<file path="config.mk">
export PLATFORM = sky130hd
export DESIGN_NAME = poly_stream_arbiter
export DESIGN_NICKNAME = d
export VERILOG_FILES = /design/src/rtl/poly_arith_pkg.sv /design/src/rtl/poly_rr_picker.sv /design/src/rtl/poly_stream_arbiter.sv
export SDC_FILE = /design/constraint.sdc
export NUM_CORES = 1
export LEC_CHECK = 0
export ABC_AREA = 1
export CORE_AREA = 2 2 305 307
export CTS_CLUSTER_DIAMETER = 200
export DETAILED_ROUTE_END_ITERATION = 16
export DIE_AREA = 0 0 307 309
export PLACE_DENSITY = 0.4
export SYNTH_ARGS = -nofsm -noshare
export SYNTH_HDL_FRONTEND = slang
export SYNTH_HIERARCHICAL = 1
export SYNTH_SLANG_ARGS = --single-unit
</file>
<file path="constraint.sdc">
create_clock -name clk -period 1.15 [get_ports clk]
set_input_delay 0.1725 -clock clk [delete_from_list [all_inputs] [get_ports clk]]
set_output_delay 0.1725 -clock clk [all_outputs]
set_load 0.01 [all_outputs]
</file>
<file path="src/rtl/poly_arith_pkg.sv">
// Shared types and constants for the polynomial arithmetic stream blocks.
package poly_arith_pkg;

   localparam int unsigned DWIDTH         = 256;
   localparam int unsigned BEATS_PER_POLY = 16;
   localparam int unsigned BEAT_CNT_W     = $clog2(BEATS_PER_POLY);

   typedef logic [BEAT_CNT_W-1:0] beat_cnt_t;

   typedef enum logic {ARB_IDLE, ARB_LOCK} poly_arb_state_t;

   // Index width that stays at least one bit for a single requester.
   function automatic int unsigned id_width(input int unsigned n);
      return (n > 1) ? $clog2(n) : 1;
   endfunction

endpackage

</file>
<file path="src/rtl/poly_rr_picker.sv">
// Combinational round-robin picker: first asserted request at or after ptr_i, wrapping mod NUM_REQ.
module poly_rr_picker
   import poly_arith_pkg::*;
#(
   parameter  int unsigned NUM_REQ = 2,
   localparam int unsigned ID_W    = id_width(NUM_REQ)
) (
   input  logic [NUM_REQ-1:0] req_i,
   input  logic [ID_W-1:0]    ptr_i,
   output logic               valid_o,
   output logic [ID_W-1:0]    idx_o
);

   logic [ID_W:0] cand;

   always_comb begin
      valid_o = 1'b0;
      idx_o   = '0;
      cand    = '0;
      for (int unsigned i = 0; i < NUM_REQ; i++) begin
         cand = {1'b0, ptr_i} + (ID_W+1)'(i);
         if (cand >= (ID_W+1)'(NUM_REQ)) begin
            cand = cand - (ID_W+1)'(NUM_REQ);
         end
         if (!valid_o && req_i[cand[ID_W-1:0]]) begin
            valid_o = 1'b1;
            idx_o   = cand[ID_W-1:0];
         end
      end
   end

endmodule

</file>
<file path="src/rtl/poly_stream_arbiter.sv">
// Whole-polynomial round-robin arbiter in front of a shared arithmetic unit.
// Optional TLAST cross-check enabled by defining POLY_ARB_TLAST_CHECK_EN.
module poly_stream_arbiter
   import poly_arith_pkg::*;
#(
   parameter  int unsigned NUM_REQ        = 2,
   parameter  int unsigned DWIDTH         = poly_arith_pkg::DWIDTH,
   parameter  int unsigned BEATS_PER_POLY = poly_arith_pkg::BEATS_PER_POLY,
   localparam int unsigned ID_W           = id_width(NUM_REQ)
) (
   input  logic                            clk,
   input  logic                            rst,
   input  logic [NUM_REQ-1:0][DWIDTH-1:0]  s_axis_tdata,
   input  logic [NUM_REQ-1:0]              s_axis_tvalid,
   input  logic [NUM_REQ-1:0]              s_axis_tlast,
   output logic [NUM_REQ-1:0]              s_axis_tready,
   output logic [DWIDTH-1:0]               m_axis_tdata,
   output logic                            m_axis_tvalid,
   output logic                            m_axis_tlast,
   output logic [ID_W-1:0]                 m_axis_tid,
   input  logic                            m_axis_tready,
   output logic                            busy,
   output logic                            err_tlast
);

   localparam int unsigned     CNT_W     = $clog2(BEATS_PER_POLY);
   localparam logic [CNT_W-1:0] LAST_BEAT = CNT_W'(BEATS_PER_POLY - 1);
   localparam logic [ID_W-1:0]  LAST_ID   = ID_W'(NUM_REQ - 1);

   poly_arb_state_t  state_q, state_d;
   logic [ID_W-1:0]  grant_q, grant_d;
   logic [ID_W-1:0]  rr_ptr_q, rr_ptr_d;
   logic [CNT_W-1:0] beat_cnt_q, beat_cnt_d;
   logic [ID_W-1:0]  pick_idx;
   logic             pick_valid;
   logic             beat;

   poly_rr_picker #(.NUM_REQ(NUM_REQ)) u_picker (
      .req_i   (s_axis_tvalid),
      .ptr_i   (rr_ptr_q),
      .valid_o (pick_valid),
      .idx_o   (pick_idx)
   );

   assign beat = m_axis_tvalid & m_axis_tready;

   always_ff @(posedge clk or posedge rst) begin
      if (rst) state_q <= ARB_IDLE;
      else     state_q <= state_d;
   end

   always_ff @(posedge clk or posedge rst) begin
      if (rst) begin
         grant_q    <= '0;
         rr_ptr_q   <= '0;
         beat_cnt_q <= '0;
      end else begin
         grant_q    <= grant_d;
         rr_ptr_q   <= rr_ptr_d;
         beat_cnt_q <= beat_cnt_d;
      end
   end

   // Grant is latched in IDLE and held until the last beat of the poly completes.
   always_comb begin
      state_d    = state_q;
      grant_d    = grant_q;
      rr_ptr_d   = rr_ptr_q;
      beat_cnt_d = beat_cnt_q;
      case (state_q)
         ARB_IDLE: begin
            if (pick_valid) begin
               grant_d = pick_idx;
               state_d = ARB_LOCK;
            end
         end
         ARB_LOCK: begin
            if (beat) begin
               beat_cnt_d = beat_cnt_q + CNT_W'(1);
               if (beat_cnt_q == LAST_BEAT) begin
                  rr_ptr_d = (grant_q == LAST_ID) ? '0 : grant_q + ID_W'(1);
                  state_d  = ARB_IDLE;
               end
            end
         end
         default: state_d = ARB_IDLE;
      endcase
   end

   always_comb begin
      m_axis_tdata  = s_axis_tdata[grant_q];
      m_axis_tvalid = 1'b0;
      m_axis_tlast  = 1'b0;
      m_axis_tid    = grant_q;
      s_axis_tready = '0;
      busy          = 1'b0;
      if (state_q == ARB_LOCK) begin
         m_axis_tvalid          = s_axis_tvalid[grant_q];
         m_axis_tlast           = (beat_cnt_q == LAST_BEAT);
         s_axis_tready[grant_q] = m_axis_tready;
         busy                   = 1'b1;
      end
   end

`ifdef POLY_ARB_TLAST_CHECK_EN
   logic err_q, err_d;

   assign err_d = beat & (s_axis_tlast[grant_q] != m_axis_tlast);

   always_ff @(posedge clk or posedge rst) begin
      if (rst) err_q <= 1'b0;
      else     err_q <= err_d;
   end

   assign err_tlast = err_q;
`else
   logic unused_tlast;

   assign unused_tlast = ^s_axis_tlast;
   assign err_tlast    = 1'b0;
`endif

endmodule

</file>
**Yosys cells after proc, flatten, opt, wreduce, memory -nomap -nowiden**

Cells that the tools add are included.

- Register bits after elaboration: 7
- Output and inout port bits: 263

- Add/subtract/negate cells: 5
- $lt $le $gt $ge: 6
- Equal/unequal tests: 1
- Multiplexer cells: 25
- Bitwise logic cells: 3
- Reductions and logical operators: 6

Operators by type and width:

| cell | number |
|---|---|
| $mux W256 | 2 |
| $mux W1 | 20 |
| $lt A1 B2 Y1 const B | 3 |
| $add A4 B1 Y4 const B | 1 |
| $eq A4 B4 Y1 const B | 1 |
| $reduce_and A2 Y1 | 2 |
| $reduce_and A3 Y1 | 1 |
| $add A1 B1 Y2 const B | 1 |
| $and A2 B2 Y2 | 1 |
| $ge A1 B2 Y1 const B | 1 |
| $ge A2 B2 Y1 const B | 1 |
| $logic_and A1 B1 Y1 | 2 |
| $mux W2 | 1 |
| $pmux W1 S2 | 1 |
| $sub A1 B1 Y1 const B | 2 |
| $add A1 B1 Y1 const B | 1 |
| $and A1 B1 Y1 | 1 |
| $demux W1 S1 | 1 |
| $ge A1 B1 Y1 const B | 1 |
| $logic_not A1 Y1 | 1 |
| $not A1 Y1 | 1 |

**Logic depth before layout (Yosys ltp)**

- Depth after elaboration: 10
- Mapped depth: 8

**By module**

Netlist, hierarchy kept.

By module, submodules not included:

| module | instances | cells each | area each (sq um) |
|---|---|---|---|
| poly_stream_arbiter | 1 | 876 | 3726.1 |
| poly_rr_picker | 1 | 4 | 18.8 |

**Worst setup path before layout**

No wires, ideal clock.

- Path kind: reg-to-output
- From: register grant_q (netlist: m_axis_tid)
- To: output port m_axis_tdata[100]
- Arrival: 1.035 ns
- Data required time: 0.978 ns
- Path slack: -0.058 ns
- Cell stages (with the launch flop): 7
- Path buffers: 3
- Cell sequence: dfrtp_1 buf_6 inv_6 buf_6 buf_6 nand2_1 nand2_1

- Longest elaborated chain between the ends: 2

Ends and longest elaborated chain:

| element | RTL line | text |
|---|---|---|
| from (decl) | poly_stream_arbiter.sv:31 | `logic [ID_W-1:0] grant_q, grant_d;` |
| from (signal assigned) | poly_stream_arbiter.sv:58 | `grant_q <= grant_d;` |
| $mux W256 (implied by the code) (2 in a row) | poly_stream_arbiter.sv:91 | `m_axis_tdata = s_axis_tdata[grant_q];` |
| to (decl) | poly_stream_arbiter.sv:17 | `output logic [DWIDTH-1:0] m_axis_tdata,` |

Every way passes these cells. The select of a mux whose other input is x is not followed.

**Final worst setup path**

- From: register grant_q (netlist: m_axis_tid)
- To: output port m_axis_tdata[182]

Same word-level chain as after synthesis.

==> out/qor.log <==
INFO  synthesis      synth_enable_flop_cells=0
INFO  synthesis      synth_cell_type_count=21
INFO  critical_path  r2r_setup_slack=-0.42ns
INFO  floorplan      die_area=94,900um^2
INFO  synthesis      synth-async-reset-ratio=1.00
INFO  layout         layout.cells.non_filler=2,885
INFO  synthesis      yosys_warnings=6
INFO  cts            tritoncts=built
INFO  layout         post-route-cell-area=14,400um^2
INFO  critical_path  crit_path_max_incr_delay=0.54ns
INFO  outcome        violations_in_the_final_reports=setup timing
INFO  min_path       holdCritPathClass=input pin to asynchronous set/reset pin
INFO  cts            clock_slew_seen_by_the_registers_of_the_worst_setup_and_hold_paths=0.04ns
INFO  global_route   grt_max_degree=36
INFO  timing         rsz0062_at_grt=yes
INFO  synthesis      yosys_register_bits=7
INFO  timing         achievable-frequency=473MHz
INFO  placed_design  placed_area=14,000um^2
INFO  synthesis      mappedNetlistArea=3740um^2
INFO  power_and_ir_drop p_total=26.3mW
INFO  power_and_ir_drop total_switching_power=12.8mW
INFO  global_route   globalRoute.totalOverflow=0
INFO  route          drt_wl_total=51,900um
INFO  synthesis      synth_sequential_area_ratio=0.0468
INFO  synthesis      synth-main-ff-cell=dfrtp_1
INFO  power_and_ir_drop p_int=13.5mW
INFO  placed_design  pre_cts_slack=-0.793ns
INFO  route          dr_total_vias=8,324
INFO  placed_design  gp_congestion=0.846
INFO  cts            cts_htree_levels=1
INFO  global_route   initial_antenna_violation_count=21
INFO  critical_path  worstPathBufferInverterCount=3
INFO  timing         slew_violations=0
INFO  cts            worst_skew_late_latency=0.23ns
INFO  power_and_ir_drop clk_network_pwr_share=0.023
INFO  global_route   grt_pass1_vias=8,444
INFO  timing         layout_setup_ws=-0.965ns
INFO  synthesis      synthesis.instances=880
INFO  route          wl_per_cell=18.0um
INFO  synthesis      synth_top_cell_area_share=0.788
INFO  power_and_ir_drop switching_fraction=0.486
INFO  outcome        run_status=finished, violations left
INFO  floorplan      floorplan.die.height=309um
INFO  power_and_ir_drop power-per-cell-area=1830nW/um^2
INFO  synthesis      mean_post_synth_cell_area=4.26um^2
INFO  synthesis      net_count_after_synthesis=1,400
INFO  floorplan      pin_count=782
INFO  synthesis      ys_top_cells_by_area=nand2_1 79%, buf_6 7.5%, dfrtp_1 4.7%, buf_2 3.9%, buf_4 0.80%
INFO  cts            ctsLongestPathBuffers=2
INFO  floorplan      die_x=307um
INFO  critical_path  path_class=flip-flop to output pin
INFO  timing         hold_viol_final=0
INFO  critical_path  worst-path-max-fanout=21
INFO  timing         post-route-min-period=2.11ns
INFO  cts            tritoncts_num_sinks=7
INFO  layout         area_delta_synth_final=284%
INFO  timing         skew=0.00406ns
INFO  cts            cts_hold_repair.buffers=0
INFO  power_and_ir_drop power.static_leakage=6.48nW
INFO  cts            clockRootBuffer=clkbuf_16
INFO  timing         final_min_period_over_clock_period=1.84
INFO  route          vias_per_cell=2.89
INFO  route          dr.pass1.iters=5
INFO  critical_path  crit_arrival=1.94ns
INFO  critical_path  setup.worst_path.start_class=flip-flop
INFO  job            drv_cap=0
INFO  global_route   gr-usage-all-layers=0.0969
INFO  layout         post_route_cells_drive_above_1_share=0.268
INFO  layout         nNetsFinal=2,213
INFO  power_and_ir_drop share_of_total_power_in_combinational_logic=0.961
INFO  critical_path  crit_required=0.98ns
INFO  layout         filler_cell_count=10,600
INFO  critical_path  path_delay_family=buffers and inverters
INFO  critical_path  critical-path-slowest-cell=clkdlybuf4s50_1
INFO  route          drt_first_iter_violations=317
INFO  critical_path  crit_path_cell_trace=buf_12 -> buf_4 -> nand2_1 -> nand2_2 -> clkdlybuf4s50_1
INFO  power_and_ir_drop pwr-share-seq=0.016
INFO  floorplan      row_count=111
INFO  global_route   grt_first_pass_wirelength=64,700um
INFO  power_and_ir_drop irDropWorstVdd=0.720mV
INFO  timing         finalSetupViolations=269
INFO  timing         worst_hold_slack=0.307ns
INFO  synthesis      synth_area_leader_cell=nand2_1
INFO  floorplan      initial_cell_density_of_the_core=0.0410
INFO  placed_design  port_buffers=778
INFO  floorplan      core_area=91,400um^2
INFO  cts            cts_inserted_buffers=3
INFO  route          drtAntennaViolNets=0
INFO  placed_design  dp_hpwl=45,100um
INFO  route          residual_drc=0
INFO  timing         setup_tns=-195.56ns
INFO  critical_path  endpoint_kind_of_the_worst_setup_timing_path=output pin
INFO  placed_design  cell_count_post_placement=2,861
INFO  layout         finalCoreUtilization=0.157
-- power by group through the flow --
stage / Combinational (mW) / Clock [mW] / Sequential (mW)
after floorplan: 10.6 / 0 / 0.416
after global placement: 24.7 / 0 / 0.426
after detailed placement: 24.5 / 0 / 0.432
after CTS: 24.8 / 0.621 / 0.429
after global routing: 27.4 / 0.638 / 0.445
final: 25.3 / 0.602 / 0.432
-- layout make-up --
cell class | count | area [um^2] | area share
Inverter | 9 | 46.3 | 0.00322
Antenna cell | 7 | 17.5 | 0.00122
Tap cell | 1186 | 1480 | 0.103
Timing Repair Buffer | 866 | 8840 | 0.615
Clock buffer | 4 | 78.8 | 0.00548
Sequential cell | 7 | 179 | 0.0124
Multi-Input combinational cell | 806 | 3720 | 0.259
-- cells by family (layout without fill, tap and decap cells) --
family / after synthesis / count (layout) / synth area share
simple gates: 800 / 800 / 0.810
buf+inv: 67 / 879 / 0.132
flops: 7 / 7 / 0.0468
compound gates: 3 / 3 / 0.00401
fa+ha+maj: 1 / 1 / 0.00334
other cells: 1 / 8 / 0.00100
xor+xnor: 1 / 1 / 0.00234
-- synthesized netlist by cell type (2+ instances only) --
library cell,n
nand2_1,786
buf_2,29
buf_6,25
dfrtp_1,7
inv_1,7
buf_4,4
nand3_1,3
nor3_1,3
a21oi_1,2
nand4_1,2
nor2_1,2
-- flip-flops by register name, summed over array words and instances, names as in the netlist --
name        count
beat_cnt_q      4
m_axis_tid      1
rr_ptr_q        1
state_q         1
-- worst reg2reg max path: cells and delay by family (launching register included) --
| family | cells | cell delay (ns) |
|---|---|---|
| buffers and inverters | 5 | 0.70 |
| flip-flops | 1 | 0.46 |
| AND/OR/NAND/NOR | 5 | 0.30 |
-- cell usage in the layout, fill, tap and decap left out, types with 6 or more instances in the layout --
cell / Yosys / routed
clkbuf_16: 0 / 9
inv_1: 7 / 7
clkdlybuf4s15_2: 0 / 9
diode_2: 0 / 7
buf_6: 25 / 51
clkdlybuf4s50_1: 0 / 654
buf_12: 0 / 19
buf_4: 4 / 60
clkbuf_2: 0 / 25
dlymetal6s2s_1: 0 / 19
nand2_1: 786 / 531
dfrtp_1: 7 / 6
buf_2: 29 / 8
nand2_2: 1 / 256
-- final timing paths --
| check | from | to | cells past startpoint |
|---|---|---|---|
| hold / removal | rst | beat_cnt_q[0] | 2 |
| setup reg to reg | m_axis_tid | beat_cnt_q[3] | 10 |
| max in group asynchronous | rst | m_axis_tid | 2 |
| min in group clk | rr_ptr_q | rr_ptr_q | 2 |
| setup / recovery | m_axis_tid | m_axis_tdata[182] | 5 |
| hold reg to reg | rr_ptr_q | rr_ptr_q | 2 |
-- routing by layer --
metal,up-vias,track usage,wire length [um]
met4,10,0.0204,606
met1,3570,0.120,21800
met5,-,0,69
met3,38,0.0349,5440
met2,480,0.161,23900
li1,4226,-,-
-- repair_timing --
item                       4_1_cts  5_1_grt
pin swaps                        0        2
setup endpoints to repair      269      269
cloned                           0        7
resized for setup              165      214
setup buffers                    0        6
Note: power is estimated with default switching activity, not from simulation.
